## src/rtl/spi_xfer_sequencer.sv

```systemverilog
// Word-level SPI transfer controller: pulls a word from the TX FIFO, frames it
// with chip-select, runs the shift engine and pushes the received word to the RX FIFO.
module spi_xfer_sequencer #(
  parameter int DATA_WIDTH = 16,
  parameter int REG_WIDTH  = 16,
  parameter int CS_SETUP   = 2,
  parameter int CS_IDLE    = 2
) (
  input  logic                  clk_i,
  input  logic                  rst_i,
  input  logic                  enable_i,
  input  logic                  cs_hold_i,
  input  logic                  tx_empty_i,
  output logic                  tx_req_o,
  input  logic                  tx_resp_i,
  input  logic [DATA_WIDTH-1:0] tx_data_i,
  output logic                  tx_ack_o,
  output logic                  rx_req_o,
  output logic [DATA_WIDTH-1:0] rx_data_o,
  input  logic                  rx_ack_i,
  output logic                  shift_start_o,
  output logic [DATA_WIDTH-1:0] shift_data_o,
  input  logic                  shift_done_i,
  input  logic [DATA_WIDTH-1:0] shift_data_i,
  output logic                  cs_n_o,
  output logic                  busy_o,
  output logic [REG_WIDTH-1:0]  xfer_count_o
);

  localparam int SETUP_W = $clog2(CS_SETUP + 1);
  localparam int IDLE_W  = $clog2(CS_IDLE + 1);
  localparam logic [SETUP_W-1:0] SETUP_LAST = SETUP_W'(CS_SETUP - 1);
  localparam logic [IDLE_W-1:0]  IDLE_LOAD  = IDLE_W'(CS_IDLE);

  typedef enum logic [2:0] {
    S_IDLE, S_FETCH, S_SETUP, S_START, S_SHIFT, S_STORE, S_NEXT
  } state_t;

  state_t                state_q, state_d;
  logic                  tx_req_q, tx_req_d;
  logic                  tx_ack_q, tx_ack_d;
  logic                  rx_req_q, rx_req_d;
  logic [DATA_WIDTH-1:0] rx_data_q, rx_data_d;
  logic                  shift_start_q, shift_start_d;
  logic [DATA_WIDTH-1:0] shift_data_q, shift_data_d;
  logic                  cs_n_q, cs_n_d;
  logic                  busy_q, busy_d;
  logic [REG_WIDTH-1:0]  xfer_count_q, xfer_count_d;
  logic [SETUP_W-1:0]    setup_cnt_q, setup_cnt_d;
  logic [IDLE_W-1:0]     idle_cnt_q, idle_cnt_d;

  always_ff @(posedge clk_i) begin
    if (rst_i) begin
      state_q       <= S_IDLE;
      tx_req_q      <= 1'b0;
      tx_ack_q      <= 1'b0;
      rx_req_q      <= 1'b0;
      rx_data_q     <= '0;
      shift_start_q <= 1'b0;
      shift_data_q  <= '0;
      cs_n_q        <= 1'b1;
      busy_q        <= 1'b0;
      xfer_count_q  <= '0;
      setup_cnt_q   <= '0;
      idle_cnt_q    <= '0;
    end else begin
      state_q       <= state_d;
      tx_req_q      <= tx_req_d;
      tx_ack_q      <= tx_ack_d;
      rx_req_q      <= rx_req_d;
      rx_data_q     <= rx_data_d;
      shift_start_q <= shift_start_d;
      shift_data_q  <= shift_data_d;
      cs_n_q        <= cs_n_d;
      busy_q        <= busy_d;
      xfer_count_q  <= xfer_count_d;
      setup_cnt_q   <= setup_cnt_d;
      idle_cnt_q    <= idle_cnt_d;
    end
  end

  always_comb begin
    state_d       = state_q;
    tx_req_d      = tx_req_q;
    tx_ack_d      = 1'b0;
    rx_req_d      = rx_req_q;
    rx_data_d     = rx_data_q;
    shift_start_d = 1'b0;
    shift_data_d  = shift_data_q;
    cs_n_d        = cs_n_q;
    xfer_count_d  = xfer_count_q;
    setup_cnt_d   = setup_cnt_q;
    idle_cnt_d    = idle_cnt_q;

    case (state_q)
      S_IDLE: begin
        if (idle_cnt_q != '0) begin
          idle_cnt_d = idle_cnt_q - 1'b1;
        end else if (enable_i && !tx_empty_i) begin
          state_d  = S_FETCH;
          tx_req_d = 1'b1;
        end
      end
      S_FETCH: begin
        if (tx_resp_i) begin
          tx_req_d     = 1'b0;
          tx_ack_d     = 1'b1;
          shift_data_d = tx_data_i;
          state_d      = S_SETUP;
          // A chained word finds CS already low and skips the setup wait.
          if (cs_n_q) begin
            cs_n_d      = 1'b0;
            setup_cnt_d = '0;
          end else begin
            setup_cnt_d = SETUP_LAST;
          end
        end
      end
      S_SETUP: begin
        if (setup_cnt_q == SETUP_LAST) begin
          state_d       = S_START;
          shift_start_d = 1'b1;
        end else begin
          setup_cnt_d = setup_cnt_q + 1'b1;
        end
      end
      S_START: begin
        state_d = S_SHIFT;
      end
      S_SHIFT: begin
        if (shift_done_i) begin
          rx_data_d    = shift_data_i;
          rx_req_d     = 1'b1;
          xfer_count_d = xfer_count_q + 1'b1;
          state_d      = S_STORE;
        end
      end
      S_STORE: begin
        if (rx_ack_i) begin
          rx_req_d = 1'b0;
          state_d  = S_NEXT;
        end
      end
      S_NEXT: begin
        if (enable_i && cs_hold_i && !tx_empty_i) begin
          state_d  = S_FETCH;
          tx_req_d = 1'b1;
        end else begin
          state_d    = S_IDLE;
          cs_n_d     = 1'b1;
          idle_cnt_d = IDLE_LOAD;
        end
      end
      default: begin
        state_d = S_IDLE;
      end
    endcase

    busy_d = (state_d != S_IDLE);
  end

  assign tx_req_o      = tx_req_q;
  assign tx_ack_o      = tx_ack_q;
  assign rx_req_o      = rx_req_q;
  assign rx_data_o     = rx_data_q;
  assign shift_start_o = shift_start_q;
  assign shift_data_o  = shift_data_q;
  assign cs_n_o        = cs_n_q;
  assign busy_o        = busy_q;
  assign xfer_count_o  = xfer_count_q;

endmodule

```

## config.mk

```make
export PLATFORM = sky130hd
export DESIGN_NAME = spi_xfer_sequencer
export DESIGN_NICKNAME = d
export VERILOG_FILES = /design/src/rtl/spi_xfer_sequencer.sv
export SDC_FILE = /design/constraint.sdc
export NUM_CORES = 1
export LEC_CHECK = 0
export ABC_AREA = 0
export CORE_MARGIN = 1.5
export CORE_UTILIZATION = 30
export CTS_CLUSTER_SIZE = 30
export DETAILED_ROUTE_END_ITERATION = 8
export PLACE_DENSITY_LB_ADDON = 0.3
export SLEW_MARGIN = 15
export SYNTH_ARGS = -nofsm -noshare
export SYNTH_HDL_FRONTEND = slang
export SYNTH_SLANG_ARGS = --single-unit
export TNS_END_PERCENT = 100
```

## constraint.sdc

```tcl
create_clock -name clk_i -period 2.4 [get_ports clk_i]
set_clock_uncertainty 0.2 [all_clocks]
set_input_delay 0.6 -clock clk_i [delete_from_list [all_inputs] [get_ports clk_i]]
set_output_delay 0.6 -clock clk_i [all_outputs]
set_load 0.1 [all_outputs]
```

# Yosys cells after proc, flatten, opt, wreduce, memory -nomap -nowiden
# Index checks and enable logic that the tools add are counted.
# classes
addsub	3
n_mux	27
eq_ne	16
n_reduce_logical	21
bitwise_logic	2
# ops
op	n
3-bit case mux with 7 select lines	1
3-bit 2-to-1 mux	6
2-bit != test, second input constant	9
16-bit by 1-bit adder with 16-bit output, second input constant	1
3-bit AND reduction	4
1-bit 2-to-1 mux	11
2-bit nonzero test	5
3-bit == test, second input constant	3
2-bit 2-to-1 mux	4
2-bit case mux with 2 select lines	2
3-bit by 2-bit == test with 1-bit output, second input constant	2
3-bit nonzero test	2
5-bit AND reduction	1
1-bit case mux with 2 select lines	2
2-bit AND reduction	2
2-bit OR reduction	2
3-bit by 1-bit == test with 1-bit output, second input constant	1
1-bit logical AND	3
3-bit zero test	1
1-bit case mux with 3 select lines	1
2-bit by 1-bit adder with 2-bit output, second input constant	1
2-bit by 1-bit == test with 1-bit output, second input constant	1
1-bit NOT	2
2-bit by 1-bit subtractor with 2-bit output, second input constant	1
1-bit zero test	1
# word_totals
reg_bits	61
elab_cells	81
output_inout_bits	54
inputBits	40

# Longest topological paths before layout
# Gate-level depths: netlist of the first run.
# logic_depth
word_depth	6
mapped_depth	7
depth_no_buf	6

# Worst setup path before layout of the first run
# OpenSTA, ideal clock, no wires.
# synth_path
path_type	reg-to-reg
from	register xfer_count_q[0], in the netlist xfer_count_o[0]
to	register xfer_count_q[12], in the netlist xfer_count_o[12]
arrival_ns	2.475
path_buffers	1
path_stages_with_launch	7
period_less_slack_ns	2.745
required_ns	2.130
setup_ns	0.070
slack_ns	-0.345
path_cell_list	dfxtp_1 > ha_1 > nand2_1 > or4_1 > clkbuf_2 > or3_1 > a21oi_1
# synth_between
elab_chain_len	1
# synth_rtl
element	line	rtl
start, declared	48	logic [REG_WIDTH-1:0] xfer_count_q, xfer_count_d;
start signal, assigned	76	xfer_count_q <= xfer_count_d;
16-bit by 1-bit adder with 16-bit output	134	xfer_count_d = xfer_count_q + 1'b1;
# Every way passes these cells.
# A chain may end at the register's enable or synchronous reset.

# Worst setup path in the final report of the first run
# layout_path
from	input shift_done_i
to	register xfer_count_q[15], in the netlist xfer_count_o[15]
# layout_between
elab_chain_len	1
# layout_rtl
element	line	rtl
start, declared	23	input logic shift_done_i,
2-bit AND reduction (no source line)	n/a	
# Every way passes these cells.

==> results of run 1 <==
cell type report:
cell class	count	area [um2]	area share [%]
timing repair buffer	107	920.9	24.74
tap	102	127.6	3.429
multi-input combinational	220	1176	31.60
sequential	61	1231	33.08
clock buffer	10	137.6	3.697
inverter	5	18.77	0.5042
clock inverter	6	110.1	2.958
power breakdown:
part           switching [mW]  internal, mW  leakage (nW)
clock network           0.402         0.716         0.119
logic                   0.328         0.190         0.813
registers              0.0296          1.06         0.497
total                   0.759          1.97          1.43
kinds of logic after synthesis:
family | after synthesis | synth area share [%]
AO/OA/AOI/OAI | 64 | 14.01
buffers and inverters | 25 | 4.183
XOR/XNOR | 8 | 2.823
multiplexers | 4 | 1.764
AND/OR/NAND/NOR | 141 | 26.51
flip-flops | 61 | 49.19
adder cells (fa/ha/maj) | 3 | 1.512
layer usage:
metal  GRT usage (%)  wire length (um)
met1           16.54              2780
met5               0                 0
met2           24.03              2865
met4           4.104                46
met3           6.877               592
per-stage QoR:
step	setup TNS (ns)	hold WS, ns	setup WS [ns]	utilization (%)
4_1_cts	0	0.2568	0.1034	47.14
2_1_floorplan	0	0.2367	0.03894	-
5_1_grt	0	0.2733	0.04006	47.19
3_3_place_gp	-1.016	0.2423	-0.2025	44.00
6_report	0	0.2538	0.1123	47.19
3_5_place_dp	-1.236	0.2466	-0.2380	44.00
worst min-delay path by stage:
stage / slack (ns) / cells past startpoint / start / to
2_1_floorplan: 0.24 / 1 / idle_cnt_q[0] / idle_cnt_q[0]
3_3_place_gp: 0.24 / 2 / rx_data_o[13] / rx_data_o[13]
3_5_place_dp: 0.25 / 2 / rx_data_o[7] / rx_data_o[7]
4_1_cts: 0.26 / 2 / rx_data_o[7] / rx_data_o[7]
5_1_grt: 0.27 / 2 / shift_data_o[11] / shift_data_o[11]
6_report: 0.25 / 2 / rx_data_o[7] / rx_data_o[7]
repair_timing:
item                                    4_1_cts  5_1_grt
gates resized for setup                       0        1
endpoints found under the setup margin        0        1
buffers inserted                              0        0
hold buffers                                  0        0
tightest hold or removal path, cell delays in order, from the launching register on:
cell and delay, ns:
dfxtp_1 0.31, nand2_1 0.05, a21oi_1 0.05
state kept, by name, summed over array words and instances, names as in the netlist:
| name | count |
|---|---|
| xfer_count_o | 16 |
| rx_req_o | 1 |
| idle_cnt_q | 2 |
| cs_n_o | 1 |
| tx_ack_o | 1 |
| rx_data_o | 16 |
| shift_start_o | 1 |
| shift_data_o | 16 |
| setup_cnt_q | 2 |
| state_q | 3 |
| busy_o | 1 |
| tx_req_o | 1 |
cells in the final DEF (no fill, tap or decap), types with 3 or more instances in the layout:
cell type,count
nand4_1,3
xor2_1,3
o21ai_0,6
nand3_1,6
nand2_1,76
bufinv_16,3
mux2_2,3
nor4_1,3
dfxtp_2,8
buf_4,66
nor3_1,6
clkdlybuf4s50_1,38
nor2_1,19
inv_1,5
a21oi_1,48
dfxtp_1,53
xnor2_1,5
or3_1,5
nor2b_1,6
clkbuf_8,10
ha_1,3
nand3b_1,4
==> run metrics, run 1 <==
Slew Limit Fails 0; Synth top cells by count 76 x nand2_1, 61 x dfxtp_1, 48 x a21oi_1; fraction of the yosys area taken by sequential cells around half; GRT Overall Usage 14.48%; reg-to-reg slack, setup approximately 0.37 ns; global route total overflow 0; Core ar. 7888 um2; drt drc 0; CP startpoint kind primary input; peak supply drop 0.0003336 V; H-Tree Depth 3; top-count cell post-synth nand2_1; WP buf/inv 3; Die W 93.97 um; FILL cells 778; Synth Instances 306; initial antenna violation count 0; Area Overhead vs Synth 49.95%; CP most frequent cell buf_4; row cnt 32; clock slew seen by the registers of the worst setup and hold paths 0.07 ns; WL/cell 12.30 um; CP max stage delay ~0.48 ns; post-synth cell types 39; Lkg Pwr 1.428 nW; drt first pass iters 4; Worst Reg-to-Reg Cells 6; Final ANT Viol Nets 0; worst-margin pin slew 0.3856 ns; critical setup path kind in2reg; post-synth top area cell dfxtp_1; Mapped Nets 349; Worst Setup EP xfer_count_o[15]; outcome finished, final reports clean; CP max FO 24; DPL Wire Length 4.415 mm; NumNets Final 447; Hold Vio Cnt, Final 0; GPL Wtd Cong 0.7270; RSZ-0062 raised after global routing no; Tot Pwr 2.725 mW; Synth Cell Area 2482 um2; CP max stage cell clkdlybuf4s50_1; Port Buffers 93; ant diodes 0; first-pass GRT wire length 10.04 mm; final setup violation count 0; clk_lat worst skew 0.33 ns; data arrival time of the critical path approximately 2.3 ns; Max Freq 437.1 MHz; clock sinks 61; crit path cell chain clkdlybuf4s50_1, nand4bb_1, buf_4, nor4_1, buf_4, nand3_1, mux2_2; via count 2397; Placed Area 3471 um2; vias per std cell approximately 4.7; number of synthesized flops with an enable pin 0; placed instance count 495; family with the most delay on the worst path buffers and inverters; Max Cap Violations 0; CTS tree yes; 1st-iter DRT viols 70; Power Density 732.2 nW/um2; Synth Register Bits 61; Levels on crit path 7; ranking of synthesized cells by area dfxtp_1 49%, nand2_1 11%, a21oi_1 9.7%; final instance area 3722 um2; Inserted Clock Buffers 9; Post-synth ARST share 0%; slew margin rel. 74.06%; root cell of the clock tree clkbuf_8; die height 93.97 um; layout cells sized above 1 between 20% and 30%; post-route minimum period 2.288 ns; min-delay worst type reg2reg; boundary pin count 94; Synth Area per Inst slightly above 8 um2; CP Capture Type flip-flop; number of global-route vias before repair 2256; most common flop cell mapped by yosys dfxtp_1; Yosys warning count 0; Initial Util between 30% and 40%; Crit path required time 2.42 ns; pin count of the biggest net entering global routing 32; routed wire length 6.284 mm; fin cells between 500 and 600; fin crit share 95.32%; CP Launch Point shift_done_i; RR Endpoint xfer_count_o[15]; full die area between 8000 and 9000 um2; CTS Buffer Depth 2; post-synth top area share 49.19%; Critical R2R Launch state_q[1]
No activity file was read; power rests on OpenSTA's default activity.
==> inputs of run 2 (changes only) <==
--- a/config.mk
+++ b/config.mk
@@ -5,7 +5,6 @@
 export SDC_FILE = /design/constraint.sdc
 export NUM_CORES = 1
 export LEC_CHECK = 0
-export ABC_AREA = 0
 export CORE_MARGIN = 1.5
 export CORE_UTILIZATION = 30
 export CTS_CLUSTER_SIZE = 30
==> results of run 2 <==
The final DEF is identical to that of run 1; final timing and power are the same.
